<file path="config.mk">
export PLATFORM = sky130hd
export DESIGN_NAME = echo_enq_arbiter
export DESIGN_NICKNAME = d
export VERILOG_FILES = /design/src/rtl/echo_enq_arbiter.sv
export SDC_FILE = /design/constraint.sdc
export NUM_CORES = 1
export LEC_CHECK = 0
export CORE_UTILIZATION = 36
export CTS_CLUSTER_SIZE = 25
export DETAILED_ROUTE_END_ITERATION = 8
export PLACE_DENSITY = 0.77
export SETUP_SLACK_MARGIN = 0.02
export SKIP_LAST_GASP = 1
export SYNTH_ARGS = -nofsm -noshare
export SYNTH_HDL_FRONTEND = slang
export SYNTH_SLANG_ARGS = --single-unit
</file>
<file path="constraint.sdc">
create_clock -name CLK -period 4 [get_ports CLK]
set_input_delay 1 -clock CLK [delete_from_list [all_inputs] [get_ports CLK]]
set_output_delay 1 -clock CLK [all_outputs]
set_load 0.02 [all_outputs]
</file>
<file path="src/rtl/echo_enq_arbiter.sv">
// Round-robin arbiter sharing the echo FIFO enq method among NREQ rule drivers.
// One-entry holding register replays the granted value under fifo_enq__RDY.
module echo_enq_arbiter #(
  parameter int NREQ  = 4,
  parameter int WIDTH = 32,
  parameter int IDW   = 2
) (
  input  logic                    CLK,
  input  logic                    RST,
  input  logic [NREQ-1:0]         req_enq__ENA,
  input  logic [NREQ*WIDTH-1:0]   req_enq_v,
  output logic [NREQ-1:0]         req_enq__RDY,
  output logic                    fifo_enq__ENA,
  output logic [WIDTH-1:0]        fifo_enq_v,
  input  logic                    fifo_enq__RDY,
  output logic [IDW-1:0]          fifo_src,
  output logic [31:0]             accept_count
);

  logic [IDW-1:0]   ptr_r;
  logic             buf_valid_r;
  logic [WIDTH-1:0] buf_data_r;
  logic [IDW-1:0]   buf_src_r;
  logic [31:0]      cnt_r;

  logic             drain_s;
  logic             space_s;
  logic             found_s;
  logic [IDW-1:0]   win_s;
  logic [WIDTH-1:0] win_data_s;
  logic [NREQ-1:0]  grant_s;
  logic             accept_s;
  logic [IDW-1:0]   ptr_nxt_s;

  // Requester index visited k steps after the round-robin start point.
  function automatic logic [IDW-1:0] rr_idx(input logic [IDW-1:0] p, input int k);
    return IDW'((int'(p) + k) % NREQ);
  endfunction

  assign drain_s       = buf_valid_r & fifo_enq__RDY;
  assign space_s       = ~buf_valid_r | drain_s;
  assign fifo_enq__ENA = drain_s;
  assign fifo_enq_v    = buf_data_r;
  assign fifo_src      = buf_src_r;
  assign accept_count  = cnt_r;
  assign req_enq__RDY  = grant_s;

  // Winner search: first asserted request at or after ptr, wrapping.
  always_comb begin
    found_s = 1'b0;
    win_s   = '0;
    for (int k = 0; k < NREQ; k++) begin
      if (!found_s && req_enq__ENA[rr_idx(ptr_r, k)]) begin
        found_s = 1'b1;
        win_s   = rr_idx(ptr_r, k);
      end else begin
        found_s = found_s;
      end
    end
  end

  // One-hot grant and winner data mux; grants are suppressed while in reset.
  always_comb begin
    grant_s    = '0;
    win_data_s = '0;
    for (int i = 0; i < NREQ; i++) begin
      if (win_s == IDW'(i)) begin
        grant_s[i] = found_s & space_s & ~RST;
        win_data_s = req_enq_v[i*WIDTH +: WIDTH];
      end else begin
        grant_s[i] = 1'b0;
      end
    end
  end

  assign accept_s  = |grant_s;
  assign ptr_nxt_s = (win_s == IDW'(NREQ - 1)) ? '0 : (win_s + IDW'(1));

  // Holding register, round-robin pointer and accept counter.
  always_ff @(posedge CLK or posedge RST) begin
    if (RST) begin
      ptr_r       <= '0;
      buf_valid_r <= 1'b0;
      buf_data_r  <= '0;
      buf_src_r   <= '0;
      cnt_r       <= 32'd0;
    end else begin
      if (accept_s) begin
        buf_data_r  <= win_data_s;
        buf_src_r   <= win_s;
        buf_valid_r <= 1'b1;
        ptr_r       <= ptr_nxt_s;
        cnt_r       <= cnt_r + 32'd1;
      end else if (drain_s) begin
        buf_valid_r <= 1'b0;
      end else begin
        buf_valid_r <= buf_valid_r;
      end
    end
  end

endmodule
</file>
After elaboration in Yosys (flattened, before gate mapping)

Cells that the tools add are included.

Logic and storage cells: 59
Input bits: 135
Register bits: 69
Output and inout port bits: 71

Muxes and demuxes: 27
Add/sub/neg operators: 5
Bitwise operators: 6
Reductions and logical operators: 9
$lt $le $gt $ge: 4
Equality and inequality tests: 3

Operators by type and width:

| operator                                                             | count |
|---|---|
| 32-bit 2-to-1 mux                                                    | 4 |
| 32-bit by 1-bit adder with 32-bit output, second input constant      | 1 |
| 1-bit 2-to-1 mux                                                     | 14 |
| 2-bit by 3-bit < comparator with 1-bit output, second input constant | 4 |
| 2-bit 2-to-1 mux                                                     | 5 |
| 1-bit binary-select mux with 2-bit select                            | 4 |
| 2-bit by 1-bit adder with 2-bit output, second input constant        | 2 |
| 2-bit adder, second input constant                                   | 2 |
| 2-bit == test, second input constant                                 | 2 |
| 4-bit OR reduction                                                   | 1 |
| 1-bit AND                                                            | 3 |
| 1-bit logical AND                                                    | 3 |
| 1-bit logical NOT                                                    | 3 |
| 2-bit by 1-bit == test with 1-bit output, second input constant      | 1 |
| 2-bit logical NOT                                                    | 1 |
| 1-bit NOT                                                            | 2 |
| 2-bit nonzero test                                                   | 1 |
| 1-bit OR                                                             | 1 |

Longest topological paths before layout

Gate-level depths: netlist of the first run.

Depth in word-level cells: 17
Depth in mapped cells: 12
Mapped depth without buffers: 10

Least setup slack after synthesis of the first run

No wires, ideal clock.

Kind: in2out
Start: input RST
End: output req_enq__RDY[0]
Arrival time: 3106 ps
Slack: -106 ps
Required time: 3000 ps
Buffers on the path: 0
Cell stages on the path: 3
Cell sequence: inv_1 and3_1 and2_1

Longest elaborated chain between the ends: 3

Ends and longest elaborated chain:

| item             | RTL line | RTL |
|---|---|---|
| start, declared  | 9        | `input logic RST,` |
| 1-bit NOT        | 68       | `grant_s[i] = found_s & space_s & ~RST;` |
| 1-bit AND        | 68       |  |
| 1-bit 2-to-1 mux | 67       | `if (win_s == IDW'(i)) begin` |
| end, declared    | 12       | `output logic [NREQ-1:0] req_enq__RDY,` |

No other way between the ends.

Final worst setup path of the first run

Start: input req_enq__ENA[0]
End: output req_enq__RDY[1]

Longest elaborated chain between the ends: 15
Elaborated cells on any way between the ends: 26
Those cells by class: 1 x eq/ne; 17 x mux; 2 x bitwise; 6 x reduce/logical

Ends and longest elaborated chain:

| item                                      | RTL line | RTL |
|---|---|---|
| start, declared                           | 10       | `input logic [NREQ-1:0] req_enq__ENA,` |
| 1-bit binary-select mux with 2-bit select | 53       | `if (!found_s && req_enq__ENA[rr_idx(ptr_r, k)]) begin` |
| 1-bit 2-to-1 mux (implied by the code)    | 53       |  |
| 1-bit 2-to-1 mux                          | 53       |  |
| 1-bit logical NOT                         | 53       |  |
| 1-bit logical AND                         | 53       |  |
| 1-bit 2-to-1 mux                          | 53       |  |
| 1-bit logical NOT                         | 53       |  |
| 1-bit logical AND                         | 53       |  |
| 1-bit 2-to-1 mux                          | 53       |  |
| 1-bit logical NOT                         | 53       |  |
| 1-bit logical AND                         | 53       |  |
| 1-bit 2-to-1 mux                          | 53       |  |
| 1-bit AND (2 in a row)                    | 68       |  |
| 1-bit 2-to-1 mux *                        | 67       |  |

Every way passes the cells marked *; elsewhere a longest branch is shown, timed or not. The select of a mux whose other input is x is not followed.

==> metrics, run 1 <==
outcome complete, no violations; Total GRT Usage 0.224; chip height 106 um; Fill cells 960; vias in the first global route 4,023; Pint 2050 uW; Achievable Freq 260 MHz; Layout Area Growth over Synthesis 59.4%; worst skew pair latency 0.34 ns; Crit Path Category in2out; Final #Nets 769; Hold WC Path Type reg2reg; largest net degree at the start of global routing 71; Compound-Gate Fraction of Synth Area 0.167; CTS H-Tree Depth 3; DP Cell Count 754; critical path capture point type primary output; skew final 0.0143 ns; IO Count 206; post-synthesis simple-gate area fraction 0.254; mux cell area share after synthesis 0.00256; post-cts gate resize count 4; Ys Warns 0; main combinational cell family by area after synthesis simple AND/OR/NAND/NOR gates; Port Buffer Count 205; Seq pwr share 0.307; Slew headroom 0.409; register-to-register setup slack 0.89 ns; Max-Cap Viols 0; total power per unit cell area 569 nW/um2; Final setup viols 0; Post-Synth XOR/XNOR Area 0.0695; RSZ-0062 raised after global routing no; Req. time, crit path 3.00 ns; Min-Delay Path Depth 1; post-synthesis sequential area ratio 0.442; Clk pin slew, worst setup/hold paths 0.09 ns; type of origin of the critical path input port; Yosys reg bits 69; CTS tree yes; grt total ovfl 0; largest buffer count on any clock path 2; Slew Viols, Final 0; Die Width 106 um; post-synthesis adder-cell area fraction 0.0160; Detail Route Antenna Nets 0; switching pwr 1490 uW; Sink Count 69; Placer Congestion 0.916; synthesized area 3910 um2; Worst Max-Slew Pin Slew 0.886 ns; Cells after Synth 435; Leak Pwr 0.00249 uW; clock root buffer clkbuf_8; average routed wire per standard cell 16.4 um; DRC violations left 0; Detailed Route Iter0 Violations 190; final hold vios 0; WL final 12.7 mm; Post-CTS Hold Fix Bufs 0; first-pass GRT wire length 19.5 mm; Comb power frac 0.547; dpl cell area 6040 um2; std cell rows 37; Die Area 11,300 um2; CP arrival 2.85 ns; syn nets 575; Hold WS 0.489 ns; via count 4,094; Clock Power Share 0.146; dpl hpwl 9.36 mm; fraction of layout cells with a size suffix above 1 0.0615; critical-path maximum fanout 5; min Tclk post-route 3.85 ns; Reg2Reg Depth 11; Cell variety after synth 33; Vias/cell 5.32; Max VDD drop 0.000348 V; first-pass iteration count of the detailed router 4; # diodes 0; Initial Utilization 0.375; Final Cell Area 6220 um2; setup_tns 0 ns; crit share post-route 0.962; Finished Layout Cells 770; syn_area_per_cell 8.98 um2; Switching Share 0.421; # Post-CTS Setup Buffers 0; core footprint 10,400 um2; antenna violations before repair 0; Num CTS Buffers 9; Layout Utilization 0.598
per-stage QoR:
stage / setup WS, ns / total power [uW]
2_1_floorplan: 0.372 / 2230
3_3_place_gp: -0.0931 / 2990
3_5_place_dp: -0.149 / 3040
4_1_cts: -0.0624 / 3570
5_1_grt: 0.0607 / 3780
6_report: 0.153 / 3540
worst paths after layout:
kind / from / to
worst max-delay path: req_enq__ENA[0] / req_enq__RDY[1]
worst min-delay path: accept_count[31] / accept_count[31]
worst max register to register: ptr_r[1] / ptr_r[0]
worst min register to register: accept_count[31] / accept_count[31]
max in group asynchronous: RST / fifo_enq_v[10]
min in group asynchronous: RST / accept_count[29]
per-layer routing:
metal	track usage	routed length (um)	vias to the layer above
li1	-	-	1951
met1	0.242	4900	1943
met2	0.394	6320	174
met3	0.0846	1110	26
met4	0.0883	334	0
met5	0	0	-
power by group through the flow:
| stage | clock network [uW] | logic [uW] | registers, uW |
|---|---|---|---|
| 2_1_floorplan | 0 | 918 | 1310 |
| 3_3_place_gp | 0 | 1900 | 1090 |
| 3_5_place_dp | 0 | 1950 | 1090 |
| 4_1_cts | 527 | 1950 | 1090 |
| 5_1_grt | 565 | 2100 | 1120 |
| 6_report | 518 | 1940 | 1090 |
critical path, cell delays in order:
cell             delay [ns]
clkdlybuf4s50_1        0.47
or4_1                  0.60
and3_1                 0.25
and2_1                 0.19
dlygate4sd2_1          0.32
cell usage in the layout, fill, tap and decap left out, types with 3 or more instances in the layout:
master           Yosys  final
a21oi_1             68     68
a221oi_1            31     31
and2_1               7      7
and3_1              13     13
buf_4                0     10
clkbuf_8             0      9
clkdlybuf4s50_1      0    201
clkinvlp_4           0      5
dfrtp_1             69     69
dlygate4sd2_1        0      3
ha_1                 5      3
inv_1                6      5
nand2_1             25     25
nand3_1             11     11
nand3_2              5      5
nand4_1              9      9
nor2_1              38     38
nor2b_1             32     31
nor3_1              35     35
xnor2_1             24     24
xor2_1               7      7
cells in the mapped netlist:
library cell | count | area share
dfrtp_1 | 69 | 0.44
a21oi_1 | 68 | 0.087
nor2_1 | 38 | 0.037
nor3_1 | 35 | 0.045
nor2b_1 | 32 | 0.051
a221oi_1 | 31 | 0.070
nand2_1 | 25 | 0.024
xnor2_1 | 24 | 0.054
clkbuf_1 | 22 | 0.021
and3_1 | 13 | 0.021
nand3_1 | 11 | 0.014
nand4_1 | 9 | 0.014
and2_1 | 7 | 0.011
xor2_1 | 7 | 0.016
buf_6 | 6 | 0.017
inv_1 | 6 | 0.0058
ha_1 | 5 | 0.016
nand3_2 | 5 | 0.013
buf_2 | 4 | 0.0051
and4_4 | 2 | 0.0058
nand2b_1 | 2 | 0.0032
nor4_1 | 2 | 0.0032
o21ai_0 | 2 | 0.0026
a21boi_1 | 1 | 0.0019
a22oi_1 | 1 | 0.0019
and2_0 | 1 | 0.0016
and4_1 | 1 | 0.0022
mux2i_1 | 1 | 0.0026
nand4_2 | 1 | 0.0032
o21a_1 | 1 | 0.0019
o22ai_1 | 1 | 0.0016
or4_1 | 1 | 0.0019
or4_4 | 1 | 0.0029
state kept, by name, indices dropped and copies added (netlist names):
signal,count
accept_count,32
fifo_enq_v,32
fifo_src,2
ptr_r,2
buf_valid_r,1
kinds of logic (layout without fill, tap and decap cells):
group	Yosys count	after routing
buffers and inverters	38	237
xor gates and xnor gates	31	31
DFF	69	69
adders and majority gates	5	5
AOI/OAI and AO/OA	105	105
and+or+nand+nor	186	186
muxes	1	1
area by class of cell:
cell class	instances	area, um2	share of cell area
timing repair buffer	215	2130	0.342
multi-input combinational	328	2000	0.321
sequential	69	1730	0.277
tap	136	170	0.0273
clock buffer	10	128	0.0205
clock inverter	6	47.5	0.00764
inverter	6	26.3	0.00422
Power figures use the tool's default switching activity.
==> run 2, diff against run 1 <==
- CAP_MARGIN: unset -> 40
- PLACE_DENSITY: 0.77 -> 0.8
- clock period: 4 -> 3.3 ns (I/O delays scaled with it)
==> metrics, run 2 (synthesis results as in run 1) <==
Sink Count 69 (unchanged); dpl ws -0.518 ns (-0.369 ns); Leak Pwr 0.00257 uW (+3.3%); outcome complete, no violations; Die Area 11,300 um2 (unchanged); WL final 12.7 mm (+0.35%); total power per unit cell area 721 nW/um2 (+27%); skew final 0.0137 ns (-0.000587 ns); Layout Utilization 0.615 (+0.0169); hold path start accept_count[31]; commonest cells after routing, fill and taps aside 198 x clkdlybuf4s50_1, 69 x dfrtp_1, 68 x a21oi_1, 38 x nor2_1, 34 x nor3_1; worst r2r src ptr_r[1]; via count 4,117 (+0.56%); grt total ovfl 0 (unchanged); dpl hpwl 9.63 mm (+2.8%); average routed wire per standard cell 16.3 um (-0.68%); commonest non-fill, non-tap cell in the layout clkdlybuf4s50_1; Req. time, crit path 2.47 ns (-0.53 ns); CTS H-Tree Depth 3 (unchanged); Switching Share 0.393 (-0.0281); Worst Max-Slew Pin Slew 0.672 ns (-0.214 ns); Slew Viols, Final 0 (unchanged); min Tclk post-route 3.21 ns; first-pass GRT wire length 20.1 mm (+2.9%); antenna violations before repair 0 (unchanged); Crit-path slowest cell clkdlybuf4s50_1; CP arrival 2.38 ns (-0.47 ns); largest buffer count on any clock path 2 (unchanged); Hold WS 0.482 ns (-0.00732 ns); IO Count 206 (unchanged); max incr delay on CP 0.46 ns (-0.14 ns); Detail Route Antenna Nets 0 (unchanged); # Post-CTS Setup Buffers 0 (unchanged); PnR worst setup slack 0.0932 ns (-0.0596 ns); Max VDD drop 0.000435 V (+25%); Num CTS Buffers 9 (unchanged); Comb power frac 0.528 (-0.019); fraction of layout cells with a size suffix above 1 0.0872 (+0.0257); Fill cells 909 (-5.3%); Total GRT Usage 0.228 (+0.00357); Initial Utilization 0.375 (unchanged); Achievable Freq 312 MHz; clock root buffer clkbuf_8; Placer Congestion 0.896 (-2.2%); critical-path maximum fanout 5 (unchanged); Critical Path Start req_enq__ENA[3]; first-pass iteration count of the detailed router 6 (+2); Max-Cap Viols 0 (unchanged); switching pwr 1810 uW (+22%); CTS tree yes; final hold vios 0 (unchanged); Final setup viols 0 (unchanged); core footprint 10,400 um2 (unchanged); Hold WC Path Type reg2reg; vias in the first global route 4,211 (+4.7%); largest net degree at the start of global routing 50 (-30%); Clock Power Share 0.188 (+0.042); RSZ-0062 raised after global routing no; # diodes 0 (unchanged); critical path capture point type primary output; Layout Area Growth over Synthesis 63.9%; Die Width 106 um (unchanged); crit share post-route 0.972; std cell rows 37 (unchanged); Seq pwr share 0.284 (-0.023); Detailed Route Iter0 Violations 192 (+1.1%); Crit Path Category in2out; type of origin of the critical path input port; Vias/cell 5.29 (-0.47%); CP cell instances clkdlybuf4s50_1 > or4_1 > and3_4 > and2_1 > clkdlybuf4s15_2; worst skew pair latency 0.34 ns (about the same); Pint 2800 uW (+37%); chip height 106 um (unchanged); Final #Nets 777 (+1.0%); Port Buffer Count 205 (unchanged); DRC violations left 0 (unchanged); Slew headroom 0.548 (+0.139); Clk pin slew, worst setup/hold paths 0.07 ns (-0.02 ns)
run 2: cell count changes in the layout (fill, tap and decap cells not counted), sizes merged, moves of 2 or more:
cell,change
buf,+11
bufinv,+3
clkdlybuf4s50,-3
clkinv,+2
clkinvlp,-4
inv,-2
run 2: power by group through the flow:
stage	registers [uW]	logic, uW	clock network [uW]
floorplan	1590	1110	0
global placement	1310	2370	0
detailed placement	1320	2440	0
CTS	1310	2450	883
global route	1340	2660	927
finish	1310	2440	866
run 2: repair_timing:
item                                    4_1_cts  5_1_grt
resized for setup                            23        4
hold buffers                                  0        0
pin swaps                                     3        0
endpoints found under the setup margin       66       10
run 2: final cells by class:
type,count,area (um2),share of cell area
clock buffer,11,141,0.0221
clock inverter,5,108,0.0168
inverter,6,26.3,0.00410
multi-input combinational,328,2010,0.315
sequential,69,1730,0.270
tap,136,170,0.0266
timing repair buffer,223,2210,0.346
run 2: worst max-delay path: cells and delay by family:
kind / cells / cell delay, ns
AND/OR/NAND/NOR: 3 / 0.84
buffers and inverters: 2 / 0.71
run 2: per-layer routing:
layer	routed length [um]	share of wire	track usage
met5	0	0	0
met4	339	0.027	0.102
met3	979	0.077	0.0582
met2	6400	0.50	0.396
met1	4980	0.39	0.262
run 2: path summary, 6_finish.rpt:
| path | end | slack (ns) | cells after the start |
|---|---|---|---|
| max | req_enq__RDY[1] | 0.09 | 5 |
| min | accept_count[31] | 0.48 | 1 |
| max reg2reg | accept_count[7] | 0.48 | 11 |
| min reg2reg | accept_count[31] | 0.48 | 1 |
| max in group asynchronous | fifo_enq_v[30] | 1.77 | 4 |
| min in group asynchronous | accept_count[2] | 0.97 | 3 |
run 2: stage by stage:
| stage | instances | total power, uW | setup TNS [ns] | cell area [um2] |
|---|---|---|---|---|
| floorplan | 435 | 2710 | 0 | 3910 |
| global placement | 761 | 3680 | -21.46 | 6120 |
| detailed placement | 762 | 3760 | -28.45 | 6140 |
| CTS | 778 | 4640 | 0 | 6390 |
| global route | 778 | 4930 | 0 | 6400 |
| finish | 778 | 4610 | 0 | 6400 |
==> run 3, diff against run 2 <==
- CTS_CLUSTER_SIZE: 25 -> 24
- REMOVE_ABC_BUFFERS: unset -> 1
==> metrics, run 3 (synthesis results as in run 1) <==
WL final 13.5 mm (+6.0%); IO Count 206 (unchanged); Switching Share 0.395 (+0.00189); crit share post-route 0.986 (+0.0142); Initial Utilization 0.375 (unchanged); largest net degree at the start of global routing 65 (+30%); Clk pin slew, worst setup/hold paths 0.08 ns (about the same); vias in the first global route 4,169 (-1.0%); core footprint 10,400 um2 (unchanged); setup_tns 0 ns (unchanged); Seq pwr share 0.283 (about the same); largest buffer count on any clock path 2 (unchanged); average routed wire per standard cell 17.2 um (+5.6%); Hold WC Path Type reg2reg; dpl ws -0.439 ns (+0.0800 ns); critical path capture point type primary output; Achievable Freq 307 MHz (-1.4%); Worst Max-Slew Pin Slew 0.828 ns (+0.156 ns); Comb power frac 0.539 (+0.011); Port Buffer Count 205 (unchanged); Slew Viols, Final 0 (unchanged); Max-Cap Viols 0 (unchanged); Detail Route Antenna Nets 0 (unchanged); total power per unit cell area 718 nW/um2 (-0.33%); first-pass iteration count of the detailed router 4 (-2); Final setup viols 0 (unchanged); Req. time, crit path 2.47 ns (about the same); fraction of layout cells with a size suffix above 1 0.0961 (+0.00890); outcome complete, no violations; CTS H-Tree Depth 3 (unchanged); Num CTS Buffers 9 (unchanged); Total GRT Usage 0.227 (-0.000775); DRC violations left 0 (unchanged); grt total ovfl 0 (unchanged); Detailed Route Iter0 Violations 224 (+17%); Crit Path Category in2out; first-pass GRT wire length 20.1 mm (-0.20%); Sink Count 69 (unchanged); dpl hpwl 9.67 mm (+0.46%); Pint 2810 uW (+0.43%); Leak Pwr 0.00261 uW (+1.5%); Die Area 11,300 um2 (unchanged); Placer Congestion 0.843 (-5.9%); chip height 106 um (unchanged); antenna violations before repair 0 (unchanged); Die Width 106 um (unchanged); clock root buffer clkbuf_8; commonest cells after routing, fill and taps aside 198 x clkdlybuf4s50_1, 69 x dfrtp_1, 68 x a21oi_1, 38 x nor2_1, 35 x nor3_1; via count 4,161 (+1.1%); dpl cell area 6140 um2 (about the same); Vias/cell 5.33 (+0.68%); Layout Area Growth over Synthesis 65.6%; std cell rows 37 (unchanged); DP Cell Count 762 (unchanged); Post-CTS Hold Fix Bufs 0 (unchanged); Slew headroom 0.443 (-0.105); CTS tree yes; Final #Nets 781 (+0.51%); skew final 0.0145 ns (+0.000819 ns); Max VDD drop 0.000425 V (-2.3%); Reg2Reg Depth 12 (+1); worst skew pair latency 0.34 ns (about the same); commonest non-fill, non-tap cell in the layout clkdlybuf4s50_1; Clock Power Share 0.178 (-0.010); PnR worst setup slack 0.0463 ns (-0.0469 ns); CP arrival 2.43 ns (+0.05 ns); Min-Delay Path Depth 2 (+1); RSZ-0062 raised after global routing yes; Hold WS 0.489 ns (+0.00674 ns); Finished Layout Cells 781 (+0.39%); min Tclk post-route 3.25 ns (+0.0469 ns); critical-path maximum fanout 5 (unchanged); switching pwr 1830 uW (+1.2%); final hold vios 0 (unchanged); Final Cell Area 6470 um2 (+1.1%); type of origin of the critical path input port; # diodes 0 (unchanged)
-- run 3: cell count changes in the layout (fill, tap and decap cells not counted), moves of 2 or more --
cell,previous run,this run
buf_4,13,16
dlygate4sd2_1,3,1
dlymetal6s2s_1,0,2
inv_2,0,2
-- run 3: metrics by stage --
stage	utilization	power [uW]
final	0.621	4650
after global routing	0.621	4950
after CTS	0.612	4610
after detailed placement	0.589	3770
after global placement	0.587	3690
after floorplan	-	2620
-- run 3: repair_timing --
| item | 4_1_cts | 5_1_grt |
|---|---|---|
| setup endpoints to repair | 30 | 63 |
| gates cloned | 0 | 2 |
| setup buffers | 0 | 2 |
| pin swaps | 1 | 4 |
| hold endpoints to repair | 0 | 0 |
| gates resized for setup | 18 | 14 |
-- run 3: worst paths after layout --
kind                                 start               end  slack (ns)
setup reg to reg                  ptr_r[1]  accept_count[27]        0.43
min in group asynchronous              RST          ptr_r[0]        0.97
hold / removal                 fifo_src[0]       fifo_src[0]        0.49
hold reg to reg                fifo_src[0]       fifo_src[0]        0.49
setup / recovery           req_enq__ENA[1]   req_enq__RDY[1]        0.05
max in group asynchronous              RST    fifo_enq_v[26]        1.76
-- run 3: layer usage --
layer	routed length, um	vias to the layer above	GRT usage
met5	0	-	0
met4	448	0	0.103
met2	6870	146	0.396
li1	-	1974	-
met1	5370	2005	0.265
met3	776	36	0.0503
-- run 3: final cells by class --
class	instances	area [um2]
Clock buffer	9	124
Timing Repair Buffer	226	2270
Fill cell	880	3950
Multi-Input combinational cell	329	2050
Sequential cell	69	1730
Tap cell	136	170
Clock inverter	6	113
Inverter	6	22.5
-- run 3: power groups by stage --
stage                     registers [uW]  clock network [uW]  logic [uW]
after global routing                1350                 885        2720
after detailed placement            1320                   0        2440
after CTS                           1310                 848        2450
final                               1310                 827        2500
after floorplan                     1590                   0        1030
after global placement              1310                   0        2380
-- run 3: worst max-delay path, cell delays in order --
cell and delay [ns]:
clkdlybuf4s50_1 0.47, or4_4 0.53, and3_4 0.21, and2_1 0.15
clkdlybuf4s15_2 0.25
